### config.mk
export PLATFORM = sky130hd
export DESIGN_NAME = fir_out_requant
export DESIGN_NICKNAME = d
export VERILOG_FILES = /design/src/rtl/fir_pkg.sv /design/src/rtl/fir_out_fifo.sv /design/src/rtl/fir_out_requant.sv
export SDC_FILE = /design/constraint.sdc
export NUM_CORES = 1
export LEC_CHECK = 0
export ABC_CLOCK_PERIOD_IN_PS = 7600
export BUFFER_PORTS_ARGS = -buffer_cell sky130_fd_sc_hd__buf_2
export CAP_MARGIN = 25
export CORE_MARGIN = 10
export CORE_UTILIZATION = 60
export DETAILED_ROUTE_END_ITERATION = 7
export GPL_TIMING_DRIVEN = 0
export PLACE_DENSITY = 0.95
export SKIP_LAST_GASP = 1
export SLEW_MARGIN = 20
export SYNTH_ARGS = -nofsm -noshare
export SYNTH_HDL_FRONTEND = slang
export SYNTH_HIERARCHICAL = 1
export SYNTH_SLANG_ARGS = --single-unit
### constraint.sdc
create_clock -name CLK -period 7.6 [get_ports CLK]
set_clock_uncertainty 0.15 [all_clocks]
set_input_delay 0.76 -clock CLK [delete_from_list [all_inputs] [get_ports CLK]]
set_output_delay 0.76 -clock CLK [all_outputs]
set_load 0.05 [all_outputs]
### src/rtl/fir_pkg.sv
// Shared sample-format constants and typedefs for the FIR datapath and its back end.
package fir_pkg;

    localparam int SAMPLE_W   = 16;
    localparam int ACC_W      = 32;
    localparam int FRAC_SHIFT = 15;

    typedef logic signed [SAMPLE_W-1:0] sample_t;
    typedef logic signed [ACC_W-1:0]    acc_t;

    localparam sample_t Q15_MAX = 16'sh7FFF;
    localparam sample_t Q15_MIN = 16'sh8000;

endpackage

### src/rtl/fir_out_fifo.sv
// Small synchronous FIFO with occupancy count; read data reads as zero while empty.
module fir_out_fifo
    import fir_pkg::*;
#(
    parameter int WIDTH = SAMPLE_W,
    parameter int DEPTH = 4
) (
    input  logic                     clk,
    input  logic                     rst,
    input  logic                     push,
    input  logic                     pop,
    input  logic [WIDTH-1:0]         wdata,
    output logic [WIDTH-1:0]         rdata,
    output logic                     full,
    output logic                     empty,
    output logic [$clog2(DEPTH):0]   level
);

    localparam int AW = $clog2(DEPTH);

    logic [WIDTH-1:0] mem [DEPTH];
    logic [AW-1:0]    wr_ptr;
    logic [AW-1:0]    rd_ptr;
    logic             do_push;
    logic             do_pop;

    assign empty   = (level == '0);
    assign full    = (level == (AW+1)'(DEPTH));
    assign do_pop  = pop && !empty;
    // A full FIFO still accepts a write when a read frees a slot on the same edge.
    assign do_push = push && (!full || do_pop);
    assign rdata   = empty ? '0 : mem[rd_ptr];

    always_ff @(posedge clk or posedge rst) begin
        if (rst) begin
            wr_ptr <= '0;
            rd_ptr <= '0;
            level  <= '0;
        end else begin
            if (do_push) wr_ptr <= wr_ptr + AW'(1);
            if (do_pop)  rd_ptr <= rd_ptr + AW'(1);
            if (do_push && !do_pop)
                level <= level + (AW+1)'(1);
            else if (do_pop && !do_push)
                level <= level - (AW+1)'(1);
        end
    end

    always_ff @(posedge clk) begin
        if (do_push) mem[wr_ptr] <= wdata;
    end

endmodule

### src/rtl/fir_out_requant.sv
// FIR output back end: decimate, round/saturate Q2.30 to Q1.15, buffer for a valid/ready sink.
// Define FIR_REQUANT_CONV_ROUND_EN for round-half-to-even instead of round-half-up.
module fir_out_requant #(
    parameter int IN_WIDTH   = fir_pkg::ACC_W,
    parameter int OUT_WIDTH  = fir_pkg::SAMPLE_W,
    parameter int FRAC_SHIFT = fir_pkg::FRAC_SHIFT,
    parameter int DECIM      = 4,
    parameter int FIFO_DEPTH = 4
) (
    input  logic                           CLK,
    input  logic                           rst,
    input  logic signed [IN_WIDTH-1:0]     sample_in,
    input  logic                           in_valid,
    output logic signed [OUT_WIDTH-1:0]    out_data,
    output logic                           out_valid,
    input  logic                           out_ready,
    output logic [$clog2(FIFO_DEPTH):0]    fifo_level,
    output logic                           sat_flag,
    output logic                           ovf_err,
    input  logic                           err_clr
);

    localparam int PW = $clog2(DECIM + 1);
    localparam int RW = IN_WIDTH + 1;
    localparam logic signed [RW-1:0] HALF    = RW'(1) <<< (FRAC_SHIFT - 1);
    localparam logic signed [RW-1:0] OUT_MAX = RW'(2**(OUT_WIDTH-1) - 1);
    localparam logic signed [RW-1:0] OUT_MIN = RW'(-(2**(OUT_WIDTH-1)));

    function automatic logic signed [RW-1:0] round_shift(input logic signed [IN_WIDTH-1:0] x);
        logic signed [RW-1:0] ext;
        logic signed [RW-1:0] bias;
        ext  = {x[IN_WIDTH-1], x};
        bias = HALF;
`ifdef FIR_REQUANT_CONV_ROUND_EN
        // Exact tie with an even truncated result: keep it rather than rounding up.
        if (x[FRAC_SHIFT-1:0] == HALF[FRAC_SHIFT-1:0] && !x[FRAC_SHIFT])
            bias = '0;
`endif
        return (ext + bias) >>> FRAC_SHIFT;
    endfunction

    function automatic logic signed [OUT_WIDTH-1:0] saturate(input logic signed [RW-1:0] v);
        if (v > OUT_MAX) return {1'b0, {(OUT_WIDTH-1){1'b1}}};
        if (v < OUT_MIN) return {1'b1, {(OUT_WIDTH-1){1'b0}}};
        return v[OUT_WIDTH-1:0];
    endfunction

    logic [PW-1:0]               phase;
    logic                        keep;
    logic signed [RW-1:0]        rounded;
    logic                        clip;
    logic signed [OUT_WIDTH-1:0] requant;
    logic                        full;
    logic                        empty;
    logic                        pop_ok;

    // Decimation: phase only moves on valid FIR samples, phase 0 is kept.
    assign keep = in_valid && (phase == '0);

    always_ff @(posedge CLK or posedge rst) begin
        if (rst)
            phase <= '0;
        else if (in_valid)
            phase <= (phase == PW'(DECIM - 1)) ? '0 : phase + PW'(1);
    end

    // Requantization, combinational on the incoming sample.
    assign rounded = round_shift(sample_in);
    assign clip    = (rounded > OUT_MAX) || (rounded < OUT_MIN);
    assign requant = saturate(rounded);
    assign pop_ok  = out_valid && out_ready;

    // Sticky error flags; a new event in the same cycle overrides a clear.
    always_ff @(posedge CLK or posedge rst) begin
        if (rst) begin
            sat_flag <= 1'b0;
            ovf_err  <= 1'b0;
        end else begin
            if (err_clr) begin
                sat_flag <= 1'b0;
                ovf_err  <= 1'b0;
            end
            if (keep && clip)
                sat_flag <= 1'b1;
            if (keep && full && !pop_ok)
                ovf_err <= 1'b1;
        end
    end

    // Output buffer stage.
    fir_out_fifo #(
        .WIDTH (OUT_WIDTH),
        .DEPTH (FIFO_DEPTH)
    ) u_fifo (
        .clk   (CLK),
        .rst   (rst),
        .push  (keep),
        .pop   (out_ready),
        .wdata (requant),
        .rdata (out_data),
        .full  (full),
        .empty (empty),
        .level (fifo_level)
    );

    assign out_valid = !empty;

endmodule

* Word-level counts from Yosys, hierarchy flattened
Memories as Yosys holds them, arrays and structs flattened.
Cells that the tools add are included.
** Word-level totals
- Register bits :: 12
- RAM bits :: 64
- Input port bits :: 37
- Output and inout port bits :: 22
- Word-level logic and storage cells :: 52
- Memories :: 1
** Memories
- u_fifo.mem :: words 4, bits a word 16, rd ports 1, clocked after Yosys merged registers in 0, wr ports 1, RTL line fir_out_fifo.sv:21 : logic [WIDTH-1:0] mem [DEPTH];
** Cells by class
- Add/sub/neg operators :: 6
- Order comparisons :: 2
- Eq/ne operators :: 2
- Multiplexer cells :: 16
- Reductions and logical operators :: 19
** Operator list (number)
- 16-bit 2-to-1 mux :: 5
- 32-bit by 16-bit adder with 33-bit output, second input constant :: 1
- 18-bit by 16-bit > comparator with 1-bit output, second input constant :: 1
- 18-bit by 16-bit < comparator with 1-bit output, second input constant :: 1
- 3-bit 2-to-1 mux :: 3
- 1-bit logical AND :: 8
- 1-bit 2-to-1 mux :: 8
- 3-bit by 1-bit adder with 3-bit output, second input constant :: 2
- 3-bit zero test :: 2
- 2-bit nonzero test :: 3
- 2-bit by 1-bit adder with 2-bit output, second input constant :: 2
- 1-bit zero test :: 4
- 3-bit by 2-bit equality test with 1-bit output, second input constant :: 1
- 3-bit equality test, second input constant :: 1
- 3-bit by 1-bit subtractor with 3-bit output, second input constant :: 1
- 1-bit logical OR :: 2

* Longest topological paths before layout
- Depth after elaboration :: 9
- Depth in mapped cells :: 12
- Mapped depth without buffers :: 12

* Hierarchy
Netlist, hierarchy kept.
** Modules (own cells, without submodules)
- fir_out_fifo :: instances 1, cells each 138, area an instance 2951.6 um^2, seq. area each 2097.0 um^2
- fir_out_requant :: instances 1, cells each 110, area an instance 818.3 um^2, seq. area each 125.1 um^2

* Least setup slack after synthesis
OpenSTA, ideal clock, no wires.
- Kind :: register -> output
- Start point :: reg u_fifo.level[0]
- End point :: out out_data[6]
- Arrival time :: 1884 ps
- Required time :: 6690 ps
- Path slack :: 4806 ps
- Stages on the path, launching flop included :: 4
- Path buffers :: 1
- Path through :: dfrtp_1 nor3_2 buf_4 nor2b_1
** Between the ends
- Longest elaborated chain between the ends :: 2
** RTL lines
- from (decl) :: RTL line fir_out_fifo.sv:16 : output logic [$clog2(DEPTH):0] level
- from (signal assigned) :: RTL line fir_out_fifo.sv:43 : level <= level + (AW+1)'(1);
- from (signal assigned) :: RTL line fir_out_fifo.sv:45 : level <= level - (AW+1)'(1);
- 3-bit zero test :: RTL line fir_out_fifo.sv:27 : assign empty = (level == '0);
- via empty :: RTL line fir_out_requant.sv:54 : logic empty;
- 16-bit 2-to-1 mux :: RTL line fir_out_fifo.sv:32 : assign rdata = empty ? '0 : mem[rd_ptr];
- to (decl) :: RTL line fir_out_requant.sv:14 : output logic signed [OUT_WIDTH-1:0] out_data,
The timed path passes the listed nets, and every way through them passes these cells.

* Worst setup path in the final report
Ends and elaborated chain as after synthesis.

==> impl_metrics.py <==
metrics = {
    "clock_network": {
        "cts_tree": "built",
        "numClockSinks": 76,
        "clk_transition_reported_paths_ns": 0.07,
        "cts_max_path_buffers": 2,
        "cts_hold_repair.buffers": 0,
        "cts.repair_timing.setup_buffer_count": 0,
        "clock_insertion_delay_worst_skew_ns": 0.34,
        "tritoncts.num_buffers": 9,
        "cts.root.buffer_cell": "sky130_fd_sc_hd__clkbuf_8",
        "h-tree-depth": 3,
        "post_cts.resized_instances": 0,
    },
    "routing": {
        "drt_iter0_markers": 194,
        "vias": 2263,
        "drc": 0,
        "via_per_inst": 5.91,
        "drt_pre_antenna_iters": 6,
        "drtAntennaViolNets": 0,
        "wirelength_um": 7460,
        "wire_length_per_cell_um": 19.5,
    },
    "worst_setup_path": {
        "worstReg2RegStart": "phase[0]",
        "timing_worst_setup_path_type": "reg -> out",
        "setup.worst_path.end_class": "primary output",
        "ff2ff_setup_slack_ns": 4.93,
        "cp_max_fanout": 11,
        "worst_r2r_path_depth": 12,
        "wp_data_arrival_ns": 2.13,
        "r2r-end": "u_fifo/level[2]",
        "start_kind": "flip-flop",
        "critical_path_required_ns": 6.69,
    },
    "die": {
        "rows": 28,
        "floorplan.initialDensity_pct": 62.6,
        "width_of_the_die_um": 99.3,
        "full_die_area_sq_um": 9850,
        "floorplan.io_pins": 59,
        "core_region_area_sq_um": 6030,
        "die_h_um": 99.3,
    },
    "placement": {
        "portBuffers": 43,
        "detailed_place_hpwl_um": 5490,
        "post_detailed_placement_cell_area_sq_um": 4080,
        "gpl.final_weighted_congestion": 0.918,
    },
    "synth": {
        "synth_top_cell_area_share_pct": 51.0,
        "netlist_top_cells_area": "sky130_fd_sc_hd__edfxtp_1, sky130_fd_sc_hd__dfrtp_1, sky130_fd_sc_hd__mux4_1, sky130_fd_sc_hd__mux4_2, sky130_fd_sc_hd__xnor2_1",
        "ys_seq_elements": 76,
        "count_of_mapped_cells_out_of_synthesis": 248,
        "syn_area_sq_um": 3770,
        "post-synth-top-area-cell": "sky130_fd_sc_hd__edfxtp_1",
        "postSynth.asyncResetShare_pct": 15.8,
        "yosysSeqAreaShare_pct": 58.9,
        "yosys_warnings": 6,
        "syn_nets": 294,
        "synth.lib_cells_used.distinct": 48,
        "number_of_enable_type_register_cells_in_the_synthesized_netlist": 64,
        "syn_avg_cell_area_sq_um": 15.2,
        "most_frequently_used_flop_master_after_synthesis": "sky130_fd_sc_hd__edfxtp_1",
    },
    "global_route": {
        "met2_global_route_usage_pct": 25.7,
        "grt.met1_usage_pct": 18.8,
        "grt_util_all_layers_pct": 15.6,
        "met3_usage_pct": 4.29,
        "grt_first_pass_wirelength_um": 12100,
        "via_count_of_the_first_global_routing_pass": 2404,
        "grt_overflow": 0,
        "initial_antenna_violation_count": 0,
        "largest_net_degree_at_the_start_of_global_routing": 17,
        "grt-busiest-layer": "met2",
    },
    "timing": {
        "timing.max_slew.rel_slack_pct": 38.8,
        "final.setup.tns_ns": 0,
        "worst_pin_slew_ns": 0.918,
        "layout_min_cycle_time_ns": 3.04,
        "final_hold_viol_count": 0,
        "timing_max_transition_violations_final": 0,
        "maxClockFrequency_mhz": 329,
        "min_period_over_period_pct": 40.0,
        "setup_repair_after_global_routing_missed_its_margin": "no",
        "timing.final.setup_violations": 0,
    },
    "outcome": {
        "outcome": "finished, final reports clean",
    },
    "final_layout": {
        "postLayoutCellArea_sq_um": 4240,
        "fillerInstances": 391,
        "drive_gt1_share_pct": 31.6,
        "finalNetCount": 348,
        "area_delta_synth_final_pct": 12.6,
    },
    "power_and_ir_drop": {
        "power.leakage_nw": 1.63,
        "power-per-cell-area_nw_per_um2": 369,
        "vdd_drop_max_v": 0.000238,
    },
    "run": {
        "max_capacitance_violation_count": 0,
    },
    "worst_hold_path": {
        "worst_hold_path_type": "in -> async",
    },
}
## worst max-delay path by stage
stage                         start           endpoint  slack, ns  depth (start not counted)
finish              u_fifo/level[0]        out_data[6]       4.56                          4
global route        u_fifo/level[0]        out_data[6]       4.46                          4
CTS                 u_fifo/level[0]        out_data[6]       4.56                          4
detailed placement    sample_in[14]  u_fifo/mem[2][13]       4.64                          7
global placement           in_valid   u_fifo/mem[1][1]       4.72                          6
floorplan           u_fifo/level[0]        out_data[6]       4.81                          3
## cells in the final DEF (no fill, tap or decap), types with 8 or more instances in the layout
master,synthesis,routed
sky130_fd_sc_hd__a21oi_1,9,9
sky130_fd_sc_hd__buf_2,4,47
sky130_fd_sc_hd__clkbuf_8,0,9
sky130_fd_sc_hd__dfrtp_1,12,12
sky130_fd_sc_hd__edfxtp_1,64,64
sky130_fd_sc_hd__ha_1,8,8
sky130_fd_sc_hd__inv_1,16,16
sky130_fd_sc_hd__mux4_1,8,8
sky130_fd_sc_hd__mux4_2,8,8
sky130_fd_sc_hd__nand2_1,14,14
sky130_fd_sc_hd__nor2b_4,8,8
sky130_fd_sc_hd__o21ai_0,11,11
sky130_fd_sc_hd__xnor2_1,14,14
## cell usage after synthesis (all sizes together) (8+ instances only)
library cell / instances
nand2: 14
ha: 8
inv: 16
o21ai: 11
mux4: 16
dfrtp: 12
xnor2: 14
a21oi: 10
edfxtp: 64
nor2b: 14
## metrics by stage
step           util, %  setup WS, ns  total power, mW  hold WS [ns]  cells
2_1_floorplan        -          4.81             1.17         0.358    248
3_3_place_gp      67.7          4.72             1.30         0.321    366
3_5_place_dp      67.7          4.64             1.33         0.317    366
4_1_cts           70.4          4.56             1.58         0.159    382
5_1_grt           70.4          4.46             1.65         0.158    382
6_report          70.4          4.56             1.57         0.165    383
## cell type report
cell class | count | area (sq um) | share of cell area, %
diodes | 1 | 2.50 | 0.0590
repair buffers | 43 | 215 | 5.07
clock buffers | 12 | 135 | 3.18
plain buffers | 7 | 58.8 | 1.39
well taps | 75 | 93.8 | 2.21
flip-flops and latches | 76 | 2220 | 52.4
inverters | 16 | 60.1 | 1.42
clock inverters | 4 | 27.5 | 0.649
multi-input cells | 149 | 1430 | 33.7
## state kept, by name, summed over array words and instances (netlist names)
name	cells
u_fifo/rd_ptr	2
u_fifo/level	3
u_fifo/wr_ptr	2
phase	3
u_fifo/mem	64
sat_flag	1
ovf_err	1
## worst max-delay path, cell delays in order (launching register included)
cell and delay (ns):
sky130_fd_sc_hd__dfrtp_1 0.45, sky130_fd_sc_hd__nor3_2 0.64, sky130_fd_sc_hd__buf_4 0.40, sky130_fd_sc_hd__nor2b_1 0.07
sky130_fd_sc_hd__buf_2 0.21
## layer usage
layer	wire, um	share of wire [%]
met5	0	0
met4	127	1.7
met3	450	6.0
met2	3770	50
met1	3120	42
## logic make-up after synthesis
group                    Yosys count  synth area share [%]
XOR/XNOR                          21                  4.88
AND/OR/NAND/NOR                   70                  13.4
adder cells (fa/ha/maj)            9                  3.19
flip-flops                        76                  58.9
multiplexers                      20                  11.5
buffers and inverters             23                  3.15
AO/OA/AOI/OAI                     29                  4.98
## power breakdown
part | leakage [nW] | switching [mW] | total (mW) | internal (mW)
clock | 0.0843 | 0.136 | 0.255 | 0.119
sequential | 0.727 | 0.0333 | 0.562 | 0.528
combinational | 0.824 | 0.488 | 0.751 | 0.263
total | 1.63 | 0.657 | 1.57 | 0.911
(Power assumes the default switching activity.)
